## src/rtl/led_level_driver.sv

```systemverilog
// Multi-channel LED PWM driver with a shared counter, per-channel duty shadows and
// an audio peak-hold envelope that can feed a bar-graph or uniform brightness.

module led_channel #(
    parameter int WIDTH = 8
) (
    input  logic             clk,
    input  logic             reset,
    input  logic             load,
    input  logic             enable,
    input  logic [WIDTH-1:0] cnt,
    input  logic [WIDTH-1:0] target,
    output logic             pwm
);
    logic [WIDTH-1:0] shadow;

    // The compare uses the shadow from before any load on this edge, so the
    // last step of a period still belongs to the old duty.
    always_ff @(posedge clk or posedge reset) begin
        if (reset) begin
            shadow <= '0;
            pwm    <= 1'b0;
        end else begin
            if (load)
                shadow <= target;
            pwm <= enable && (cnt < shadow);
        end
    end
endmodule

module led_level_driver #(
    parameter int CHANNELS     = 4,
    parameter int WIDTH        = 8,
    parameter int SAMPLE_WIDTH = 16,
    parameter int PRESCALE     = 1,
    parameter int DECAY_DIV    = 1024
) (
    input  logic                    clk,
    input  logic                    reset,
    input  logic [1:0]              mode,
    input  logic [WIDTH-1:0]        duty_in,
    input  logic                    new_sample,
    input  logic [SAMPLE_WIDTH-1:0] sample,
    output logic [CHANNELS-1:0]     pwm_out,
    output logic [WIDTH-1:0]        level,
    output logic                    period_start
);
    localparam int CW    = (PRESCALE > 1) ? $clog2(PRESCALE) : 1;
    localparam int DW    = $clog2(DECAY_DIV);
    localparam int STEP  = (2 ** WIDTH) / CHANNELS;
    localparam int SHIFT = SAMPLE_WIDTH - 1 - WIDTH;
    localparam logic [WIDTH-1:0]          MAX   = '1;
    localparam logic [SAMPLE_WIDTH-1:0]   MINV  = {1'b1, {(SAMPLE_WIDTH-1){1'b0}}};
    localparam logic [SAMPLE_WIDTH-2:0]   ONE   = 1;

    logic [CW-1:0]           pre_cnt;
    logic [WIDTH-1:0]        cnt;
    logic [DW-1:0]           dcnt;
    logic                    step, wrap, tick, attack;
    logic [SAMPLE_WIDTH-2:0] mag;
    logic [WIDTH-1:0]        m;

    assign step = (pre_cnt == CW'(PRESCALE - 1));
    assign wrap = step && (cnt == MAX);
    assign tick = (dcnt == DW'(DECAY_DIV - 1));

    always_ff @(posedge clk or posedge reset) begin
        if (reset) begin
            pre_cnt      <= '0;
            cnt          <= '0;
            period_start <= 1'b0;
        end else begin
            pre_cnt      <= step ? '0 : pre_cnt + CW'(1);
            if (step)
                cnt <= cnt + WIDTH'(1);
            period_start <= wrap;
        end
    end

    // The most negative sample has no positive twin; clamp it to full scale.
    always_comb begin
        mag = sample[SAMPLE_WIDTH-2:0];
        if (sample[SAMPLE_WIDTH-1])
            mag = (sample == MINV) ? '1 : (~sample[SAMPLE_WIDTH-2:0]) + ONE;
    end

    assign m      = WIDTH'(mag >> SHIFT);
    assign attack = new_sample && (m > level);

    // Attack has priority, so a decay tick landing on an attack is dropped.
    always_ff @(posedge clk or posedge reset) begin
        if (reset) begin
            dcnt  <= '0;
            level <= '0;
        end else begin
            dcnt <= tick ? '0 : dcnt + DW'(1);
            if (attack)
                level <= m;
            else if (tick && level != '0)
                level <= level - WIDTH'(1);
        end
    end

    for (genvar g = 0; g < CHANNELS; g++) begin : g_ch
        localparam logic [WIDTH-1:0] THRESH = WIDTH'(g * STEP);
        logic [WIDTH-1:0] target;

        always_comb begin
            target = '0;
            case (mode)
                2'b01:   target = duty_in;
                2'b10:   target = (level > THRESH) ? MAX : '0;
                2'b11:   target = level;
                default: target = '0;
            endcase
        end

        led_channel #(.WIDTH(WIDTH)) u_ch (
            .clk    (clk),
            .reset  (reset),
            .load   (wrap),
            .enable (mode != 2'b00),
            .cnt    (cnt),
            .target (target),
            .pwm    (pwm_out[g])
        );
    end
endmodule

```

## config.mk

```make
export PLATFORM = sky130hd
export DESIGN_NAME = led_level_driver
export DESIGN_NICKNAME = d
export VERILOG_FILES = /design/src/rtl/led_level_driver.sv
export SDC_FILE = /design/constraint.sdc
export NUM_CORES = 1
export LEC_CHECK = 0
export BUFFER_PORTS_ARGS = -buffer_cell sky130_fd_sc_hd__buf_2
export CAP_MARGIN = 25
export CORE_ASPECT_RATIO = 1.25
export CORE_MARGIN = 2
export CORE_UTILIZATION = 59
export DETAILED_ROUTE_END_ITERATION = 10
export PLACE_DENSITY = 0.92
export SLEW_MARGIN = 20
export SYNTH_ARGS = -nofsm -noshare
export SYNTH_HDL_FRONTEND = slang
export SYNTH_SLANG_ARGS = --single-unit
```

## constraint.sdc

```tcl
create_clock -name clk -period 2.3 [get_ports clk]
set_input_delay 0.115 -clock clk [delete_from_list [all_inputs] [get_ports clk]]
set_output_delay 0.115 -clock clk [all_outputs]
set_load 0.1 [all_outputs]
```

==> results.yml, run 1 <==
floorplan:
  floorplan.initialDensity: 0.6142
  die_h_um: 94.16
  num_io_pins: 42
  floorplan.core_area_sq_mm: 0.006246
  floorplan.die_area_sq_mm: 0.007167
  rows: 32
  fp.dieW_um: 76.12
final_layout:
  flow.area_growth_from_synthesis_pct: 21.43
  fillCellCount: 416
  final_nets: 528
  diodes: 0
  flip_flop_and_latch_area_sq_mm: 0.001577
  multi_input_area_sq_mm: 0.002110
  post_route_cells_drive_above_1_share: 0.2613
sta:
  setup_slack_ns: -0.3052
  timing_max_transition_violations_final: 0
  finalCritPeriodShare: 1.133
  slew_headroom: 0.5408
  skew_ns: 0.01095
  max_freq_mhz: 383.8
  report.final.setup_viol: 8
  finalHoldViolations: 0
  rsz0062_at_grt: "true"
  clock_period_minus_final_worst_setup_slack_ns: 2.605
  worst_slew_pin_slew_ns: 0.6878
place:
  detailedPlacementHpwl_um: 6753
  pre_cts_ws_ns: -0.6844
  gpl.final_weighted_congestion: 0.8775
  place.port_buffers: 41
critical_path:
  worst_setup_path_end_kind: "register"
  maximum_net_fanout_on_the_critical_path: 6
  crit_path_class: "in -> reg"
  setup.worst_path.start_class: "primary input"
  worst_ep_arrival_time_ns: 2.83
  reg_to_reg_setup_timing_slack_ns: 0.09
  critical_path_required_ns: 2.53
yosys:
  number_of_library_cell_types_mapped_by_synthesis: 46
  synth.ff_latch_count: 63
  syn_inst_count: 385
  synth_seq_area_share: 0.4110
  synth.cell_area_sq_mm: 0.003836
  synth.net_count: 454
  ys.warnings.count: 0
  postSynth.asyncResetShare: 1.000
  postSynth.topFlopCell: "sky130_fd_sc_hd__dfrtp_1"
  syn_area_per_cell_sq_um: 9.964
  synth_enable_flop_cells: 0
clock_tree:
  clk_transition_reported_paths_ns: 0.07
  max-clock-path-buffers: 2
  cts_buffers: 9
  clock_insertion_delay_worst_skew_ns: 0.35
  cts-htree-levels: 3
  clkSinkCount: 63
  cts.root.buffer_cell: "sky130_fd_sc_hd__clkbuf_8"
  tritoncts: "built"
min_path:
  hp-class: "in -> reg"
status:
  failing_checks: "negative setup slack"
  run_status: "finished, violations left"
power_and_ir_drop:
  power_density_mw_per_mm2: 847.2
  power.ir.vdd_worst_mv: 0.6874
  power.total_w: 0.003946
  leakage_power_nw: 2.275
drt:
  final_antenna_net_count: 0
  drt-total-wl_um: 9535
  post_drt_wl_per_cell_um: 17.40
  detailed_routing_iteration_count_for_the_pre_antenna_repair_pass: 7
  drt_first_iter_violations: 262
  routed-via-count: 3308
  detail_route.drc_violations: 0
  viasPerCell: 6.036
global_routing:
  grt_busiest_layer: "met2"
  grtUsageMet3: 0.06538
  global_routing_usage_summed_across_all_routing_layers: 0.2781
  number_of_antenna_violations_at_the_first_check_in_global_routing: 0
  first_pass_grt_wire_length_um: 15530
  gr-usage-met2: 0.5134
  use_met1: 0.2818
  grt.overflow.total: 0
  grt_pass1_vias: 3470
  pin_count_of_the_biggest_net_entering_global_routing: 33
job:
  max_cap_viol_count: 0
[power by group]
| part | total (W) | switching [W] | internal (W) |
|---|---|---|---|
| clock | 0.000894 | 0.000424 | 0.000469 |
| combinational | 0.00174 | 0.00115 | 0.000590 |
| sequential | 0.00131 | 0.000103 | 0.00121 |
[cells in the mapped netlist (6+ instances only)]
library cell               number  area (sq um)
sky130_fd_sc_hd__a21o_1         9         67.56
sky130_fd_sc_hd__a21oi_1       17         85.08
sky130_fd_sc_hd__a22oi_1       28         210.2
sky130_fd_sc_hd__clkbuf_1       7         26.28
sky130_fd_sc_hd__dfrtp_1       63          1577
sky130_fd_sc_hd__ha_1          40         500.5
sky130_fd_sc_hd__inv_1         45         168.9
sky130_fd_sc_hd__mux2_2        13         146.4
sky130_fd_sc_hd__nand2_1       24         90.09
sky130_fd_sc_hd__nand3_1       15         75.07
sky130_fd_sc_hd__nor2_1        17         63.81
sky130_fd_sc_hd__o211ai_1       6         45.04
sky130_fd_sc_hd__o21ai_0       10         50.05
sky130_fd_sc_hd__or4_1          6         45.04
sky130_fd_sc_hd__xnor2_1       13         113.9
[routing by layer]
metal / wire length, um / share of wire / up-vias
li1: - / - / 1533
met1: 3454 / 0.36 / 1600
met2: 5141 / 0.54 / 135
met3: 462 / 0.048 / 40
met4: 477 / 0.050 / 0
met5: 0 / 0 / -
[final cells by class]
class | instances | area share
multi-input combinational | 265 | 0.4529
sequential | 63 | 0.3384
timing repair buffer | 75 | 0.1104
inverter | 45 | 0.03626
clock buffer | 12 | 0.03546
tap | 85 | 0.02283
clock inverter | 3 | 0.003760
[worst max-delay path, cell delays in order]
cell,delay (ns)
sky130_fd_sc_hd__buf_6,0.09
sky130_fd_sc_hd__or4_4,0.58
sky130_fd_sc_hd__or3_4,0.39
sky130_fd_sc_hd__and3_1,0.21
sky130_fd_sc_hd__a21oi_2,0.13
sky130_fd_sc_hd__ha_1,0.27
sky130_fd_sc_hd__a21oi_1,0.23
sky130_fd_sc_hd__o211ai_1,0.16
sky130_fd_sc_hd__o211ai_1,0.15
sky130_fd_sc_hd__a21oi_4,0.07
sky130_fd_sc_hd__buf_12,0.15
sky130_fd_sc_hd__mux2_4,0.29
[registers in the layout, summed over array words and instances (netlist names)]
| register | cells |
|---|---|
| level | 8 |
| dcnt | 10 |
| period_start | 1 |
| g_ch.u_ch.shadow | 32 |
| g_ch.u_ch.pwm | 4 |
| cnt | 8 |
[cells by family after synthesis]
| kind of cell | after synthesis | synth area share |
|---|---|---|
| DFF | 63 | 0.4110 |
| AOI/OAI and AO/OA | 90 | 0.1621 |
| adders and majority gates | 40 | 0.1305 |
| xor gates and xnor gates | 18 | 0.04110 |
| buffers and inverters | 57 | 0.06164 |
| and+or+nand+nor | 98 | 0.1396 |
| muxes | 19 | 0.05414 |
[stage by stage]
step	utilization	area, sq um	cells	hold slack (ns)	setup TNS [ns]
finish	0.7458	4658	548	0.2014	-2.247
CTS	0.7394	4618	547	0.1821	-1.596
global route	0.7458	4658	548	0.2303	-2.677
global placement	0.6963	4349	527	0.2353	-4.958
floorplan	-	3882	385	0.3412	-3.520
detailed placement	0.6963	4349	527	0.2465	-5.376
[layout by cell type (no fill, tap or decap), types with 3 or more instances in the layout]
master / instances
sky130_fd_sc_hd__mux2_4: 5
sky130_fd_sc_hd__a31oi_1: 5
sky130_fd_sc_hd__a21o_1: 9
sky130_fd_sc_hd__mux2_2: 9
sky130_fd_sc_hd__nor4_1: 3
sky130_fd_sc_hd__clkbuf_8: 12
sky130_fd_sc_hd__o21ai_0: 8
sky130_fd_sc_hd__or4_1: 4
sky130_fd_sc_hd__xnor2_1: 13
sky130_fd_sc_hd__buf_6: 5
sky130_fd_sc_hd__inv_1: 44
sky130_fd_sc_hd__or4_4: 3
sky130_fd_sc_hd__buf_4: 29
sky130_fd_sc_hd__nand4_1: 3
sky130_fd_sc_hd__and3_1: 5
sky130_fd_sc_hd__a22oi_1: 28
sky130_fd_sc_hd__nor2_1: 16
sky130_fd_sc_hd__and4_1: 4
sky130_fd_sc_hd__nor2b_1: 3
sky130_fd_sc_hd__nand2b_1: 5
sky130_fd_sc_hd__nand3_1: 15
sky130_fd_sc_hd__xor2_1: 5
sky130_fd_sc_hd__buf_2: 38
sky130_fd_sc_hd__o211ai_1: 6
sky130_fd_sc_hd__dfrtp_1: 63
sky130_fd_sc_hd__nand2_1: 24
sky130_fd_sc_hd__or3_1: 4
sky130_fd_sc_hd__mux2i_1: 5
sky130_fd_sc_hd__ha_1: 39
sky130_fd_sc_hd__a21oi_1: 15
[final timing paths]
kind | to | start | cells after the start
setup / recovery | level[6] | sample[6] | 12
hold / removal | g_ch[3].u_ch.shadow[0] | mode[0] | 3
setup reg to reg | level[2] | level[0] | 7
hold reg to reg | dcnt[4] | dcnt[4] | 1
max in group asynchronous | g_ch[2].u_ch.shadow[7] | reset | 4
min in group asynchronous | g_ch[3].u_ch.shadow[0] | reset | 3
[timing repair]
item                       4_1_cts  5_1_grt
pin swaps                        3        0
hold endpoints to repair        31        0
hold buffers                     1        0
setup endpoints to repair        8       16
setup buffers                    4        1
gates resized for setup          9        6
No activity file was read; power rests on OpenSTA's default activity.
==> run 2, diff against run 1 <==
--- a/config.mk
+++ b/config.mk
@@ -7,9 +7,11 @@
 export LEC_CHECK = 0
 export BUFFER_PORTS_ARGS = -buffer_cell sky130_fd_sc_hd__buf_2
 export CAP_MARGIN = 25
+export CELL_PAD_IN_SITES_DETAIL_PLACEMENT = 1
+export CELL_PAD_IN_SITES_GLOBAL_PLACEMENT = 1
 export CORE_ASPECT_RATIO = 1.25
 export CORE_MARGIN = 2
-export CORE_UTILIZATION = 59
+export CORE_UTILIZATION = 46
 export DETAILED_ROUTE_END_ITERATION = 10
 export PLACE_DENSITY = 0.92
 export SLEW_MARGIN = 20
==> run 2 against run 1 <==
The run still ends with negative setup slack left. Via count barely moved. Critical path depth did not move. Final cell count rose by 2.9%. Hold slack got worse by 0.20 ns. Clock skew barely moved. Core utilization fell by 17 points. Total power rose by 0.63%. Setup slack got worse by 0.12 ns. Sequential share of layout area fell by 0.25 points.
==> results.yml, run 2 (synthesis gave the netlist of run 1 again) <==
status:
  run_status: "finished, violations left"
  failing_checks: "negative setup slack"
global_routing:
  pin_count_of_the_biggest_net_entering_global_routing: 64
  first_pass_grt_wire_length_um: 17940
  global_routing_usage_summed_across_all_routing_layers: 0.2560
  grt.overflow.total: 0
  number_of_antenna_violations_at_the_first_check_in_global_routing: 0
  grt_pass1_vias: 3859
final_layout:
  fillCellCount: 935
  flip_flop_count_of_the_largest_register_all_copies_and_words_added: 32
  final_nets: 532
  final_core_util: 0.5760
  post_route_cells_drive_above_1_share: 0.2655
  flow.area_growth_from_synthesis_pct: 22.34
  mostFrequentLayoutCells: "63 x sky130_fd_sc_hd__dfrtp_1, 44 x sky130_fd_sc_hd__inv_1, 38 x sky130_fd_sc_hd__ha_1, 38 x sky130_fd_sc_hd__buf_2, 35 x sky130_fd_sc_hd__buf_4"
  instances_no_fill: 564
  post-route-cell-area_sq_mm: 0.004693
  top_flop_regs: "g_ch.u_ch.shadow (32), dcnt (10)"
  final_common_cell: "sky130_fd_sc_hd__dfrtp_1"
  diodes: 0
  largest-register: "g_ch.u_ch.shadow"
clock_tree:
  cts-htree-levels: 3
  clk_transition_reported_paths_ns: 0.07
  clock_insertion_delay_worst_skew_ns: 0.35
  tritoncts: "built"
  cts.root.buffer_cell: "sky130_fd_sc_hd__clkbuf_8"
  clkSinkCount: 63
  cts_buffers: 9
  max-clock-path-buffers: 2
sta:
  max_freq_mhz: 367.2
  finalHoldViolations: 0
  timing_max_transition_violations_final: 0
  slew_headroom: 0.4549
  report.final.setup_viol: 8
  rsz0062_at_grt: "true"
  skew_ns: 0.01083
  setup_slack_ns: -0.4234
  finalCritPeriodShare: 1.184
  finalHoldWorstSlack_ns: 0.001998
  worst_slew_pin_slew_ns: 0.8177
  clock_period_minus_final_worst_setup_slack_ns: 2.723
drt:
  final_antenna_net_count: 0
  drt-total-wl_um: 10780
  drt_first_iter_violations: 137
  viasPerCell: 5.867
  post_drt_wl_per_cell_um: 19.12
  routed-via-count: 3309
  detailed_routing_iteration_count_for_the_pre_antenna_repair_pass: 4
  detail_route.drc_violations: 0
critical_path:
  critical_path_required_ns: 2.54
  worst_ep_arrival_time_ns: 2.96
  setup.worst_path.start_class: "primary input"
  maximum_net_fanout_on_the_critical_path: 4
  worst_setup_path_end_kind: "register"
  crit_path_class: "in -> reg"
power_and_ir_drop:
  power.ir.vdd_worst_mv: 0.6203
  power.total_w: 0.003971
  power_density_mw_per_mm2: 846.2
  leakage_power_nw: 2.293
floorplan:
  die_h_um: 106.1
  fp.dieW_um: 85.68
  floorplan.core_area_sq_mm: 0.008148
  floorplan.initialDensity: 0.4708
  rows: 37
  floorplan.die_area_sq_mm: 0.009091
  num_io_pins: 42
place:
  gpl.final_weighted_congestion: 0.7799
  placed_area_sq_mm: 0.004359
  dp.cells: 540
  place.port_buffers: 41
  detailedPlacementHpwl_um: 8089
job:
  max_cap_viol_count: 0
min_path:
  hp-class: "in -> async"
## run 2: cell count changes in the layout (fill, tap and decap cells not counted), sizes merged
cell / change
clkinvlp: -1
buf: +5
dlygate4sd3: -1
clkinv: -2
clkbuf: +3
## run 2: stage by stage
stage	setup WS, ns	TNS, ns
after CTS	-0.3599	-2.625
after global routing	-0.4620	-3.453
after floorplan	-0.4599	-3.520
final	-0.4234	-3.057
after detailed placement	-0.8832	-6.582
after global placement	-0.6099	-4.781
## run 2: timing repair
item,4_1_cts,5_1_grt
hold endpoints to repair,0,0
hold buffers,0,0
setup buffers,6,3
pin swaps,8,6
resized for setup,10,7
endpoints found under the setup margin,8,8
gates cloned,0,0
## run 2: critical path, cell delays in order
cell and delay [ns]:
sky130_fd_sc_hd__buf_6 0.09, sky130_fd_sc_hd__or4_4 0.55, sky130_fd_sc_hd__or3_4 0.43, sky130_fd_sc_hd__o311ai_4 0.23
sky130_fd_sc_hd__o21a_2 0.22, sky130_fd_sc_hd__ha_4 0.16, sky130_fd_sc_hd__nand4_1 0.14, sky130_fd_sc_hd__o211ai_1 0.14
sky130_fd_sc_hd__o211ai_1 0.20, sky130_fd_sc_hd__a21oi_4 0.24, sky130_fd_sc_hd__buf_12 0.15, sky130_fd_sc_hd__mux2_4 0.29
## run 2: area by class of cell
class,count,area (sq um),area share
Multi-Input combinational cell,265,2121,0.4519
Sequential cell,63,1577,0.3359
Timing Repair Buffer,79,529.3,0.1128
Clock buffer,15,176.4,0.03759
Inverter,45,168.9,0.03599
Tap cell,97,121.4,0.02586
## run 2: power by group
group	total, W	internal (W)	leakage (nW)	switching [W]
Clock	0.000889	0.000475	0.0898	0.000414
Sequential	0.00133	0.00121	0.811	0.000121
Combinational	0.00175	0.000580	1.39	0.00117
## run 2: routing by layer
metal  global-route usage  up-vias  share of wire
met5                    0        -              0
met4               0.1508        0          0.049
met3              0.06056       46          0.033
met2               0.4721       82           0.55
met1               0.2559     1640           0.36
li1                     -     1541              -
## run 2: path summary, 6_finish.rpt
kind,start,end,slack [ns],cells after the start
setup / recovery,sample[0],level[5],-0.42,12
hold / removal,reset,dcnt[8],0.002,3
setup reg to reg,level[7],level[5],0.08,8
hold reg to reg,dcnt[9],dcnt[9],0.49,1
max in group asynchronous,reset,g_ch[2].u_ch.pwm,1.75,3
min in group clk,mode[0],g_ch[1].u_ch.shadow[0],0.19,3
